<file path="config.mk">
export PLATFORM = sky130hd
export DESIGN_NAME = spi_slave_cfg
export DESIGN_NICKNAME = d
export VERILOG_FILES = /design/src/rtl/spi_slave_cfg_pkg.sv /design/src/rtl/spi_slave_cfg_sync_edge.sv /design/src/rtl/spi_slave_cfg.sv
export SDC_FILE = /design/constraint.sdc
export NUM_CORES = 1
export LEC_CHECK = 0
export CORE_MARGIN = 4
export CORE_UTILIZATION = 30
export CTS_BUF_LIST = sky130_fd_sc_hd__clkbuf_8 sky130_fd_sc_hd__clkbuf_16
export CTS_CLUSTER_DIAMETER = 60
export CTS_CLUSTER_SIZE = 30
export DETAILED_ROUTE_END_ITERATION = 6
export HOLD_SLACK_MARGIN = 0.03
export MAX_ROUTING_LAYER = met4
export SETUP_SLACK_MARGIN = 0.15
export SYNTH_ARGS = -nofsm -noshare
export SYNTH_HDL_FRONTEND = slang
export SYNTH_SLANG_ARGS = --single-unit
</file>
<file path="constraint.sdc">
create_clock -name sysclk -period 2.3 [get_ports sysclk]
set_clock_uncertainty 0.1 [all_clocks]
set_input_delay 0.46 -clock sysclk [delete_from_list [all_inputs] [get_ports sysclk]]
set_output_delay 0.46 -clock sysclk [all_outputs]
set_load 0.005 [all_outputs]
</file>
<file path="src/rtl/spi_slave_cfg_pkg.sv">
// Shared constants for the parametrised SPI slave: defaults, field-stage codes, mode helpers.
package spi_slave_cfg_pkg;

  typedef logic [1:0] stage_t;

  localparam stage_t STAGE_IDLE    = 2'd0;
  localparam stage_t STAGE_CMD     = 2'd1;
  localparam stage_t STAGE_ADDR    = 2'd2;
  localparam stage_t STAGE_PAYLOAD = 2'd3;

  localparam int DEF_CMD_BITS     = 8;
  localparam int DEF_ADDR_BITS    = 8;
  localparam int DEF_PAYLOAD_BITS = 8;

  localparam int SPI_MODE_0 = 0;
  localparam int SPI_MODE_1 = 1;
  localparam int SPI_MODE_2 = 2;
  localparam int SPI_MODE_3 = 3;

  function automatic bit mode_cpol(input int mode);
    return (mode & 2) != 0;
  endfunction

  function automatic bit mode_cpha(input int mode);
    return (mode & 1) != 0;
  endfunction

  // Field a given bit index (0-based, within the frame) belongs to.
  function automatic stage_t stage_of(input int cnt, input int cmd_bits, input int addr_bits);
    if (cnt < cmd_bits)             return STAGE_CMD;
    if (cnt < cmd_bits + addr_bits) return STAGE_ADDR;
    return STAGE_PAYLOAD;
  endfunction

endpackage

</file>
<file path="src/rtl/spi_slave_cfg_sync_edge.sv">
// Multi-flop synchroniser with registered rise/fall strobes aligned to the registered level.
module spi_slave_cfg_sync_edge #(
  parameter int STAGES    = 2,
  parameter bit RESET_VAL = 1'b0
) (
  input  logic clk,
  input  logic rst_n,
  input  logic d,
  output logic level,
  output logic rise,
  output logic fall
);

  logic [STAGES-1:0] sync_q, sync_d;
  logic              level_q, level_d;
  logic              rise_q, rise_d;
  logic              fall_q, fall_d;

  always_comb begin
    sync_d  = {sync_q[STAGES-2:0], d};
    level_d = sync_q[STAGES-1];
    rise_d  = sync_q[STAGES-1] & ~level_q;
    fall_d  = ~sync_q[STAGES-1] & level_q;
  end

  // Reset to the line's idle level so release of reset never looks like an edge.
  always_ff @(posedge clk or negedge rst_n) begin
    if (!rst_n) begin
      sync_q  <= {STAGES{RESET_VAL}};
      level_q <= RESET_VAL;
      rise_q  <= 1'b0;
      fall_q  <= 1'b0;
    end else begin
      sync_q  <= sync_d;
      level_q <= level_d;
      rise_q  <= rise_d;
      fall_q  <= fall_d;
    end
  end

  assign level = level_q;
  assign rise  = rise_q;
  assign fall  = fall_q;

endmodule

</file>
<file path="src/rtl/spi_slave_cfg.sv">
// SPI slave with per-instance {cmd, addr, payload} widths, all four modes, full-duplex MISO,
// abort detection and back-to-back frames under one chip select.
module spi_slave_cfg
  import spi_slave_cfg_pkg::*;
#(
  parameter int CMD_BITS     = DEF_CMD_BITS,
  parameter int ADDR_BITS    = DEF_ADDR_BITS,
  parameter int PAYLOAD_BITS = DEF_PAYLOAD_BITS,
  parameter int SPI_MODE     = SPI_MODE_0,
  parameter int SYNC_STAGES  = 2,
  parameter int MSB_FIRST    = 1,
  localparam int FW          = CMD_BITS + ADDR_BITS + PAYLOAD_BITS
) (
  input  logic                    sysclk,
  input  logic                    rst_n,
  input  logic                    sclk,
  input  logic                    cs,
  input  logic                    mosi,
  output logic                    miso,
  output logic                    miso_oe,
  input  logic                    slv_tx_enb,
  input  logic [FW-1:0]           i_slv_frame,
  output logic [CMD_BITS-1:0]     o_cmd,
  output logic [ADDR_BITS-1:0]    o_addr,
  output logic [PAYLOAD_BITS-1:0] o_payload,
  output logic                    o_frame_valid,
  output logic                    o_frame_err,
  output logic                    o_busy,
  output logic [1:0]              o_stage
);

  localparam bit CPOL  = mode_cpol(SPI_MODE);
  localparam bit CPHA  = mode_cpha(SPI_MODE);
  localparam bit MSBF  = (MSB_FIRST != 0);
  localparam int CNT_W = $clog2(FW);

  logic sclk_lvl, sclk_rise, sclk_fall;
  logic cs_lvl, cs_rise, cs_fall;

  spi_slave_cfg_sync_edge #(.STAGES(SYNC_STAGES), .RESET_VAL(CPOL)) u_sclk_sync (
    .clk(sysclk), .rst_n(rst_n), .d(sclk),
    .level(sclk_lvl), .rise(sclk_rise), .fall(sclk_fall)
  );

  spi_slave_cfg_sync_edge #(.STAGES(SYNC_STAGES), .RESET_VAL(1'b1)) u_cs_sync (
    .clk(sysclk), .rst_n(rst_n), .d(cs),
    .level(cs_lvl), .rise(cs_rise), .fall(cs_fall)
  );

  // One extra flop versus the synchroniser depth keeps mosi aligned with the registered sclk strobes.
  logic [SYNC_STAGES:0] mosi_sync_q, mosi_sync_d;
  logic                 mosi_s;
  assign mosi_sync_d = {mosi_sync_q[SYNC_STAGES-1:0], mosi};
  assign mosi_s      = mosi_sync_q[SYNC_STAGES];

  // After an edge the level already shows the new value: leading edge leaves sclk away from CPOL.
  logic sclk_edge, lead_edge, trail_edge, sample_edge, shift_edge;
  assign sclk_edge   = sclk_rise | sclk_fall;
  assign lead_edge   = sclk_edge & (sclk_lvl != CPOL);
  assign trail_edge  = sclk_edge & (sclk_lvl == CPOL);
  assign sample_edge = CPHA ? trail_edge : lead_edge;
  assign shift_edge  = CPHA ? lead_edge : trail_edge;

  function automatic logic tx_first(input logic [FW-1:0] v);
    return MSBF ? v[FW-1] : v[0];
  endfunction

  function automatic logic [FW-1:0] tx_advance(input logic [FW-1:0] v);
    return MSBF ? {v[FW-2:0], 1'b0} : {1'b0, v[FW-1:1]};
  endfunction

  stage_t                  stage_q, stage_d;
  logic [CNT_W-1:0]        cnt_q, cnt_d;
  logic [FW-1:0]           rx_q, rx_d;
  logic [FW-1:0]           tx_q, tx_d;
  logic                    miso_q, miso_d;
  logic [CMD_BITS-1:0]     cmd_q, cmd_d;
  logic [ADDR_BITS-1:0]    addr_q, addr_d;
  logic [PAYLOAD_BITS-1:0] payload_q, payload_d;
  logic                    valid_q, valid_d;
  logic                    err_q, err_d;

  logic [FW-1:0] tx_load;
  logic [FW-1:0] rx_shift;
  assign tx_load  = slv_tx_enb ? i_slv_frame : '0;
  assign rx_shift = MSBF ? {rx_q[FW-2:0], mosi_s} : {mosi_s, rx_q[FW-1:1]};

  always_comb begin
    stage_d   = stage_q;
    cnt_d     = cnt_q;
    rx_d      = rx_q;
    tx_d      = tx_q;
    miso_d    = miso_q;
    cmd_d     = cmd_q;
    addr_d    = addr_q;
    payload_d = payload_q;
    valid_d   = 1'b0;
    err_d     = 1'b0;
    if (cs_rise) begin
      stage_d = STAGE_IDLE;
      cnt_d   = '0;
      miso_d  = 1'b0;
      err_d   = (stage_q != STAGE_IDLE) && (cnt_q != '0);
    end else if (cs_fall) begin
      stage_d = STAGE_CMD;
      cnt_d   = '0;
      tx_d    = tx_load;
      if (!CPHA) begin
        miso_d = tx_first(tx_load);
        tx_d   = tx_advance(tx_load);
      end
    end else if (stage_q != STAGE_IDLE) begin
      if (sample_edge) begin
        rx_d = rx_shift;
        if (cnt_q == CNT_W'(FW - 1)) begin
          cnt_d     = '0;
          cmd_d     = rx_shift[FW-1 -: CMD_BITS];
          addr_d    = rx_shift[PAYLOAD_BITS +: ADDR_BITS];
          payload_d = rx_shift[PAYLOAD_BITS-1:0];
          valid_d   = 1'b1;
          // Next frame's first bit goes out on the following shift edge.
          tx_d      = tx_load;
        end else begin
          cnt_d = cnt_q + CNT_W'(1);
        end
        stage_d = stage_of(int'(cnt_d), CMD_BITS, ADDR_BITS);
      end else if (shift_edge) begin
        miso_d = tx_first(tx_q);
        tx_d   = tx_advance(tx_q);
      end
    end
  end

  always_ff @(posedge sysclk or negedge rst_n) begin
    if (!rst_n) begin
      mosi_sync_q <= '0;
      stage_q     <= STAGE_IDLE;
      cnt_q       <= '0;
      rx_q        <= '0;
      tx_q        <= '0;
      miso_q      <= 1'b0;
      cmd_q       <= '0;
      addr_q      <= '0;
      payload_q   <= '0;
      valid_q     <= 1'b0;
      err_q       <= 1'b0;
    end else begin
      mosi_sync_q <= mosi_sync_d;
      stage_q     <= stage_d;
      cnt_q       <= cnt_d;
      rx_q        <= rx_d;
      tx_q        <= tx_d;
      miso_q      <= miso_d;
      cmd_q       <= cmd_d;
      addr_q      <= addr_d;
      payload_q   <= payload_d;
      valid_q     <= valid_d;
      err_q       <= err_d;
    end
  end

  assign miso          = miso_q & ~cs_lvl;
  assign miso_oe       = ~cs_lvl;
  assign o_busy        = ~cs_lvl;
  assign o_cmd         = cmd_q;
  assign o_addr        = addr_q;
  assign o_payload     = payload_q;
  assign o_frame_valid = valid_q;
  assign o_frame_err   = err_q;
  assign o_stage       = stage_q;

endmodule

</file>
; Yosys cells after proc, flatten, opt, wreduce, memory -nomap -nowiden
; Index checks and enable logic that the tools add are counted.
[classes]
magnitude_cmp = 2
shifts = 0
div = 0
n_mux = 45
n_bitwise = 14
reduce_logical = 13
n_eq_ne = 3
n_addsub = 1
mul = 0
[ops]
columns = op, n
row1 = two-way mux 24 bit, 6
row2 = two-way mux 5 bit, 9
row3 = two-way mux 1 bit, 22
row4 = two-way mux 2 bit, 8
row5 = nonzero test 3 bit, 4
row6 = AND reduction 4 bit, 2
row7 = AND 1 bit, 7
row8 = "inequality test 3 x 1 -> 1 bit, second input constant", 2
row9 = inverter 1 bit, 6
row10 = "adder 5 x 1 -> 5 bit, second input constant", 1
row11 = "equality test 5 bit, second input constant", 1
row12 = "less-than comparator 5 x 4 -> 1 bit, second input constant", 1
row13 = "less-than comparator 5 bit, second input constant", 1
row14 = AND reduction 5 bit, 1
row15 = nonzero test 5 bit, 1
row16 = nonzero test 2 bit, 2
row17 = AND reduction 3 bit, 1
row18 = AND reduction 2 bit, 1
row19 = logical AND 1 bit, 1
row20 = OR 1 bit, 1
[totals]
input_bits = 30
latchBits = 0
mem_bits_rw = 0
wordCells = 97
mem_count = 0
out_inout_bits = 31
romBits = 0
ff_bits = 94

; Depth between registers and ports, before layout
; Gate-level depths: netlist (run 1).
[logic_depth]
depth_word = 23
mapped_depth = 6
depth_no_buf = 5

; Hierarchy
; From an unflattened synthesis (run 1), not the netlist that was laid out.
[unflattened]
hier_cells = 314
hier_area_um2 = 3907.5
[by_module_without_submodules]
columns = module, instances, seq_area_each_um2, cells_per_inst, area_per_inst_um2
row1 = spi_slave_cfg, 1, 2102.0, 300, 3623.5
row2 = spi_slave_cfg_sync_edge (u_cs_sync), 1, 128.9, 7, 143.9
row3 = spi_slave_cfg_sync_edge (u_sclk_sync), 1, 125.1, 7, 140.1

; Least setup slack after synthesis (run 1)
; Ideal clock, no wire load.
[synth_path]
kind = register to register
startpoint = reg cnt_q[0]
endpoint = reg tx_q[11]
synth_period_minus_slack_ps = 1922
t_required_ps = 2075
path_stages_with_launch = 7
arrival_ps = 1697
setup_time_ps = 125
slack_ps = 378
path_buffers = 1
cell_sequence = dfrtp_1 ha_1 nand4b_2 a21o_1 a21oi_4 buf_6 mux2_4
[synth_between]
elab_chain_len = 3
[synth_rtl]
columns = element, line_no
row1 = "start, declared", spi_slave_cfg.sv:73  ; logic [CNT_W-1:0] cnt_q, cnt_d;
row2 = "start signal, assigned", spi_slave_cfg.sv:150  ; cnt_q <= cnt_d;
row3 = equality test 5 bit, spi_slave_cfg.sv:115  ; if (cnt_q == CNT_W'(FW - 1)) begin
row4 = inequality test 3 x 1 -> 1 bit (no source line), --
row5 = AND reduction 4 bit (no source line), --
row6 = "end signal, assigned", spi_slave_cfg.sv:152  ; tx_q <= tx_d;
row7 = "end, declared", spi_slave_cfg.sv:75  ; logic [FW-1:0] tx_q, tx_d;
; Every way passes these cells.
; A chain may end at the register's enable or synchronous reset.

; Worst setup path in the final report (run 1)
[layout_path]
startpoint = reg cnt_q[1]
endpoint = reg tx_q[3]
; Same word-level chain as after synthesis.

==> summary.txt, run 1 <==
Global routing
  – Vias in the first global route: 2755
  – GRT overflow: 0
  – Largest net degree at the start of global routing: 39
  – Met2 GRT Util: 17.0%
  – Met1 Track Usage GR: 13.1%
  – First-pass GRT wire length: 13.2 mm
  – GRT Util Overall: 10.7%
  – Initial antenna violation count: 0
  – GR met3 Demand/Resource: 2.56%
  – GRT busiest layer: met2

Power
  – Int Power: 0.00306 W
  – Sw frac: 24.9%
  – Leak: 2.50 nW
  – Comb pwr share: 15.4%
  – Clk pwr share: 35.1%
  – Total power: 0.00407 W
  – Reg power frac: 49.5%
  – P_sw: 0.00101 W
  – Worst vdd ir: 318 uV
  – Power Density: 777 nW/um^2

Critical path
  – Worst-path fanout max: 24
  – Startpoint Class: register
  – Worst EP required: 2.42 ns
  – Critical path origin: cnt_q[1]$_DFFE_PN0P_
  – Critical path class: register to register
  – R2r startpoint: cnt_q[1]$_DFFE_PN0P_
  – Setup crit end kind: register
  – CP arrival: 2.13 ns

Yosys
  – Seq cells post-synth: 94
  – Asr flop ratio synth: 100%
  – Synth Flop Type: dfrtp_1
  – Average size of a mapped cell: 14.0 sq um
  – Area of the mapped netlist: 4100 sq um
  – Synth Net Count: 325
  – Seq/Total Area, Yosys: 57.4%
  – Ys Warns: 0
  – Post-synth cell types: 38
  – Mapped Cells: 293
  – Post-synth EDFFs: 0

Timing
  – Fmax: 498 MHz
  – Max_slew headroom: 68.8%
  – Tcrit/Tclk final: 87.3%
  – Setup TNS: 0 ns
  – Max Slew Vio Count: 0
  – Final hold vios: 0
  – Final setup vio count: 0
  – WHS: 0.253 ns
  – Worst Max-Slew Pin Slew: 0.468 ns
  – RSZ-0062 raised after global routing: false
  – Final min period: 2.01 ns

Clocking
  – Clock transition at path regs: 0.07 ns
  – CTS H-tree lvls: 3
  – Clock latency on the worst-skew pair: 0.34 ns
  – CTS Sinks: 94
  – CTS tree: done
  – Root buf cell: clkbuf_16
  – Post-CTS Repair Setup Buffers: 0
  – Maximum clock path buffer count: 2
  – Cts bufs inserted: 9

Cells and area
  – Nets: 393
  – Seq. cell area: 2360 sq um
  – # fillers: 1236
  – Layout cells sized above 1: 26.8%
  – Fin cells: 542
  – Multi-input gate area: 1600 sq um
  – P&R area growth vs syn: 27.8%
  – N_diodes: 0
  – Core Util, Final: 39.4%

Detailed routing
  – DRC Markers: 0
  – Vias per inst: 4.68
  – Initial DRC Count: 109
  – Total Routed Length: 7.74 mm
  – Via count: 2537
  – Routed Antenna Nets: 0
  – DR WL/cell: 14.3 um
  – DRT Pass-1 Iters: 6

Hold path
  – HP Class: register to register
  – Min-Delay Startpoint: u_sclk_sync.sync_q[0]$_DFF_PN0_

Die
  – Row cnt: 42
  – Die Area: 15600 sq um
  – IO Pins: 61
  – Die Y: 125 um
  – Die extent in x: 125 um
  – Initial core utilization: 30.9%
  – Core ar.: 13300 sq um

Run
  – # Max-Cap Violations: 0

Status
  – Outcome: completed

Place
  – IO Port Bufs: 60
  – HPWL after DPL: 5.41 mm
  – GPL Wtd Cong: 0.815
  – Cell total after placement: 525
synth_stat cells, drive strengths merged, types with 2 or more instances:
library cell | n | area share [%]
ha | 2 | 0.61
buf | 12 | 2.7
dfstp | 3 | 1.9
nand3 | 5 | 0.61
nor2 | 9 | 1.0
clkbuf | 6 | 0.55
a21oi | 8 | 1.3
and3 | 22 | 3.4
inv | 7 | 0.64
mux2i | 4 | 0.98
o21ai | 5 | 0.61
nand2 | 8 | 0.79
dfrtp | 91 | 56
o31ai | 2 | 0.37
a221o | 21 | 5.1
nor3 | 2 | 0.24
a211oi | 2 | 0.37
mux2 | 68 | 20
nor2b | 4 | 0.61
power groups by stage:
stage,Combinational (W),Clock [W],Sequential [W]
floorplan,0.000459,0,0.00199
CTS,0.000638,0.00149,0.00201
global route,0.000687,0.00155,0.00204
global placement,0.000620,0,0.00203
finish,0.000627,0.00143,0.00201
detailed placement,0.000636,0,0.00204
metal layers:
metal / share of wire, % / routed length (um)
met3: 1.7 / 135
met4: 1.3 / 98
met1: 47 / 3610
met2: 50 / 3890
met5: 0 / 0
cells in the final DEF, fill, tap and decap left out, drive strengths merged, types with 8 or more instances in the layout:
cell	netlist	final
nor2	9	9
buf	12	15
a221o	21	21
dfrtp	91	91
a21oi	8	8
inv	7	11
mux2	68	68
clkbuf	6	10
nand2	8	8
clkdlybuf4s50	0	59
and3	22	22
what timing repair did:
| item | 4_1_cts | 5_1_grt |
|---|---|---|
| hold endpoints to repair | 30 | 0 |
| hold buffers | 1 | 0 |
| gates resized for setup | 0 | 1 |
| endpoints found under the setup margin | 0 | 9 |
final timing paths:
| kind | endpoint | slack [ns] | cells past startpoint |
|---|---|---|---|
| setup / recovery | tx_q[3]$_DFFE_PN0P_ | 0.29 | 6 |
| hold reg to reg | u_sclk_sync.sync_q[1]$_DFF_PN0_ | 0.25 | 0 |
| setup reg to reg | tx_q[3]$_DFFE_PN0P_ | 0.29 | 6 |
| hold / removal | u_sclk_sync.sync_q[1]$_DFF_PN0_ | 0.25 | 0 |
| min in group asynchronous | tx_q[5]$_DFFE_PN0P_ | 0.52 | 2 |
| max in group asynchronous | rx_q[14]$_DFFE_PN0P_ | 1.02 | 3 |
area by class of cell:
cell class / count / share of cell area (%)
clock buffer: 10 / 4.56
clock inverter: 6 / 1.00
inverter: 7 / 0.501
multi-input combinational: 174 / 30.5
sequential: 94 / 44.9
tap: 176 / 4.20
timing repair buffer: 75 / 14.3
cells by family (layout without fill, tap and decap cells):
logic type      Yosys count  after routing  synth area share, %
fa+ha+maj                 2              2                0.610
buf+inv                  25             98                 3.84
xor+xnor                  1              1                0.214
compound gates           44             44                 8.94
flops                    94             94                 57.4
mux                      72             72                 21.2
simple gates             55             55                 7.78
critical path, cell delays in order (launching register included):
cell and delay (ns):
dfrtp_1 0.39, ha_1 0.28, nand4b_4 0.16, a21o_1 0.22, a21oi_4 0.17, buf_12 0.22, mux2_2 0.35
metrics by stage:
stage	instance area, sq um	worst slack, ns
after floorplan	4100	0.378
after global placement	4930	0.248
after detailed placement	4930	0.240
after CTS	5230	0.232
after global routing	5240	0.165
final	5240	0.292
registers in the layout (all words and copies together) (netlist names):
register / cells
u_cs_sync.level: 1
u_sclk_sync.sync_q: 2
o_frame_err: 1
rx_q: 23
o_cmd: 8
o_addr: 8
u_cs_sync.fall: 1
u_sclk_sync.rise: 1
u_cs_sync.sync_q: 2
mosi_sync_q: 3
tx_q: 24
cnt_q: 5
o_frame_valid: 1
u_sclk_sync.fall: 1
u_sclk_sync.level: 1
o_payload: 8
o_stage: 2
miso_q: 1
u_cs_sync.rise: 1
No activity file was read; power rests on OpenSTA's default activity.
==> inputs of run 2 (changes only) <==
- CORE_ASPECT_RATIO: default -> 2
- RECOVER_POWER: default -> 25
==> summary.txt, run 2 (synthesis results as in run 1) <==
Timing
  – Max_slew headroom: 37.5% (was 68.8%)
  – Final setup vio count: 0 (unchanged)
  – Tcrit/Tclk final: 88.8% (was 87.3%)
  – Worst setup margin: 0.258 ns (was 0.292 ns)
  – Max Slew Vio Count: 0 (unchanged)
  – Worst Max-Slew Pin Slew: 0.938 ns (was 0.468 ns)
  – RSZ-0062 raised after global routing: false (unchanged)
  – Setup TNS: 0 ns (unchanged)
  – Final min period: 2.04 ns (was 2.01 ns)
  – Fmax: 490 MHz (was 498 MHz)
  – Final hold vios: 0 (unchanged)

Clocking
  – Clock transition at path regs: 0.07 ns (about the same)
  – CTS H-tree lvls: 3 (unchanged)
  – Clock latency on the worst-skew pair: 0.34 ns (about the same)
  – Maximum clock path buffer count: 2 (unchanged)
  – Root buf cell: clkbuf_16 (unchanged)
  – Cts bufs inserted: 9 (unchanged)
  – CTS Sinks: 94 (unchanged)
  – CTS tree: done (unchanged)
  – Post-CTS Repair Setup Buffers: 0 (unchanged)

Cells and area
  – Largest register FFs: 24 (unchanged)
  – Fin cells: 518 (was 542)
  – P&R area growth vs syn: 26.4% (was 27.8%)
  – N_diodes: 0 (unchanged)
  – Most frequent cells in the layout: dfrtp_1 (91), clkdlybuf4s50_1 (56), mux2_2 (42), and3_1 (22), a221o_1 (21) (was dfrtp_1 (91), clkdlybuf4s50_1 (59), mux2_2 (42), and3_1 (22), a221o_1 (21))
  – Layout cells sized above 1: 25.9% (was 26.8%)
  – Top reg by flops: tx_q (unchanged)
  – Top Registers: tx_q: 24 flops, rx_q: 23 flops (unchanged)
  – Commonest non-fill, non-tap cell in the layout: dfrtp_1 (unchanged)
  – Nets: 390 (was 393)
  – Post-route cell area: 5180 sq um (was 5240 sq um)
  – Core Util, Final: 38.6% (was 39.4%)

Critical path
  – Worst-path fanout max: 24 (unchanged)
  – Critical path class: register to register (unchanged)
  – CP arrival: 2.17 ns (was 2.13 ns)
  – CP max-delay cell: dfrtp_1 (unchanged)
  – Worst reg2reg path endpoint: tx_q[3]$_DFFE_PN0P_ (unchanged)
  – Critical path's largest stage delay: 0.40 ns (was 0.39 ns)
  – Worst reg2reg path depth: 6 (unchanged)
  – Reg2Reg Setup Slack: 0.26 ns (was 0.29 ns)
  – Worst EP required: 2.43 ns (was 2.42 ns)
  – R2r startpoint: cnt_q[1]$_DFFE_PN0P_ (unchanged)
  – Cell chain of the critical path: ha_2, nand4b_2, a21o_1, a21oi_4, buf_12, mux2_2 (was ha_1, nand4b_4, a21o_1, a21oi_4, buf_12, mux2_2)
  – Startpoint Class: register (unchanged)
  – Setup crit end kind: register (unchanged)

Power
  – Reg power frac: 49.1% (was 49.5%)
  – P_sw: 0.00104 W (was 0.00101 W)
  – Leak: 2.46 nW (was 2.50 nW)
  – Worst vdd ir: 330 uV (was 318 uV)
  – Comb pwr share: 15.3% (was 15.4%)
  – Int Power: 0.00305 W (was 0.00306 W)
  – Power Density: 789 nW/um^2 (was 777 nW/um^2)
  – Sw frac: 25.5% (was 24.9%)
  – Clk pwr share: 35.5% (was 35.1%)

Global routing
  – Largest net degree at the start of global routing: 41 (was 39)
  – Vias in the first global route: 2885 (was 2755)
  – GRT Util Overall: 11.9% (was 10.7%)
  – GRT overflow: 0 (unchanged)
  – First-pass GRT wire length: 14.7 mm (was 13.2 mm)
  – Initial antenna violation count: 0 (unchanged)

Place
  – Cell total after placement: 501 (was 525)
  – IO Port Bufs: 60 (unchanged)
  – GPL Wtd Cong: 0.768 (was 0.815)
  – Pre-CTS setup slack: 0.224 ns (was 0.240 ns)
  – HPWL after DPL: 5.89 mm (was 5.41 mm)
  – Placed Area: 4880 sq um (was 4930 sq um)

Die
  – Row cnt: 60 (was 42)
  – Die extent in x: 90.7 um (was 125 um)
  – IO Pins: 61 (unchanged)
  – Die Area: 15700 sq um (was 15600 sq um)
  – Die Y: 173 um (was 125 um)
  – Initial core utilization: 30.5% (was 30.9%)
  – Core ar.: 13400 sq um (was 13300 sq um)

Detailed routing
  – Via count: 2603 (was 2537)
  – DR WL/cell: 16.4 um (was 14.3 um)
  – DRT Pass-1 Iters: 4 (was 6)
  – Routed Antenna Nets: 0 (unchanged)
  – Initial DRC Count: 55 (was 109)
  – DRC Markers: 0 (unchanged)
  – Vias per inst: 5.03 (was 4.68)
  – Total Routed Length: 8.48 mm (was 7.74 mm)

Status
  – Outcome: completed (unchanged)

Run
  – # Max-Cap Violations: 0 (unchanged)

Hold path
  – HP Class: register to register (unchanged)
  – Min-Delay Startpoint: mosi_sync_q[0]$_DFF_PN0_ (was u_sclk_sync.sync_q[0]$_DFF_PN0_)
  – Worst Hold Path EP: mosi_sync_q[1]$_DFF_PN0_ (was u_sclk_sync.sync_q[1]$_DFF_PN0_)
  – Hold Path Stages: 0 (unchanged)
[run 2: cell count changes in the layout (fill, tap and decap cells not counted), sizes merged]
cell,previous run,this run
inv,11,10
buf,15,11
dlygate4sd3,1,4
clkinvlp,1,2
clkbuf,10,11
clkdlybuf4s50,59,56
[run 2: how the worst max path moves through the flow]
| stage | startpoint | to | slack, ns | cells after the start |
|---|---|---|---|---|
| 2_1_floorplan | cnt_q[0]$_DFFE_PN0P_ | tx_q[11]$_DFFE_PN0P_ | 0.38 | 6 |
| 3_3_place_gp | cnt_q[0]$_DFFE_PN0P_ | tx_q[23]$_DFFE_PN0P_ | 0.27 | 6 |
| 3_5_place_dp | cnt_q[0]$_DFFE_PN0P_ | tx_q[3]$_DFFE_PN0P_ | 0.22 | 6 |
| 4_1_cts | cnt_q[0]$_DFFE_PN0P_ | tx_q[3]$_DFFE_PN0P_ | 0.22 | 6 |
| 5_1_grt | cnt_q[1]$_DFFE_PN0P_ | tx_q[3]$_DFFE_PN0P_ | 0.17 | 6 |
| 6_report | cnt_q[1]$_DFFE_PN0P_ | tx_q[3]$_DFFE_PN0P_ | 0.26 | 6 |
[run 2: worst max-delay path, delay by kind of cell (launching register included)]
family | cells | cell delay, ns
muxes | 1 | 0.36
buffers and inverters | 1 | 0.22
adders and majority gates | 1 | 0.24
AOI/OAI and AO/OA | 2 | 0.41
and+or+nand+nor | 1 | 0.20
DFF | 1 | 0.40
[run 2: area by class of cell]
| cell class | count | area (sq um) |
|---|---|---|
| Clock buffer | 10 | 239 |
| Clock inverter | 6 | 52.6 |
| Fill cell | 1274 | 8250 |
| Inverter | 7 | 26.3 |
| Multi-Input combinational cell | 174 | 1590 |
| Sequential cell | 94 | 2360 |
| Tap cell | 155 | 194 |
| Timing Repair Buffer | 72 | 726 |
[run 2: layer usage]
metal  track usage (%)  part of all wire, %
met1              13.2                   42
met2              20.1                   53
met3              3.08                  3.6
met4              5.18                  1.8
met5                 -                    0
[run 2: repair_timing]
action	4_1_cts	5_1_grt
hold buffers	1	0
resized for setup	0	1
endpoints found under the setup margin	0	4
endpoints found under the hold margin	31	0
[run 2: stage by stage]
stage | hold WS [ns] | power, W
finish | 0.258 | 0.00409
global route | 0.269 | 0.00431
CTS | 0.260 | 0.00417
detailed placement | 0.244 | 0.00267
global placement | 0.234 | 0.00265
floorplan | 0.0644 | 0.00245
[run 2: power groups by stage]
stage / clock (W) / combinational (W) / sequential [W]
after floorplan: 0 / 0.000459 / 0.00199
after global placement: 0 / 0.000614 / 0.00204
after detailed placement: 0 / 0.000634 / 0.00204
after CTS: 0.00152 / 0.000640 / 0.00201
after global routing: 0.00158 / 0.000693 / 0.00204
final: 0.00145 / 0.000628 / 0.00201
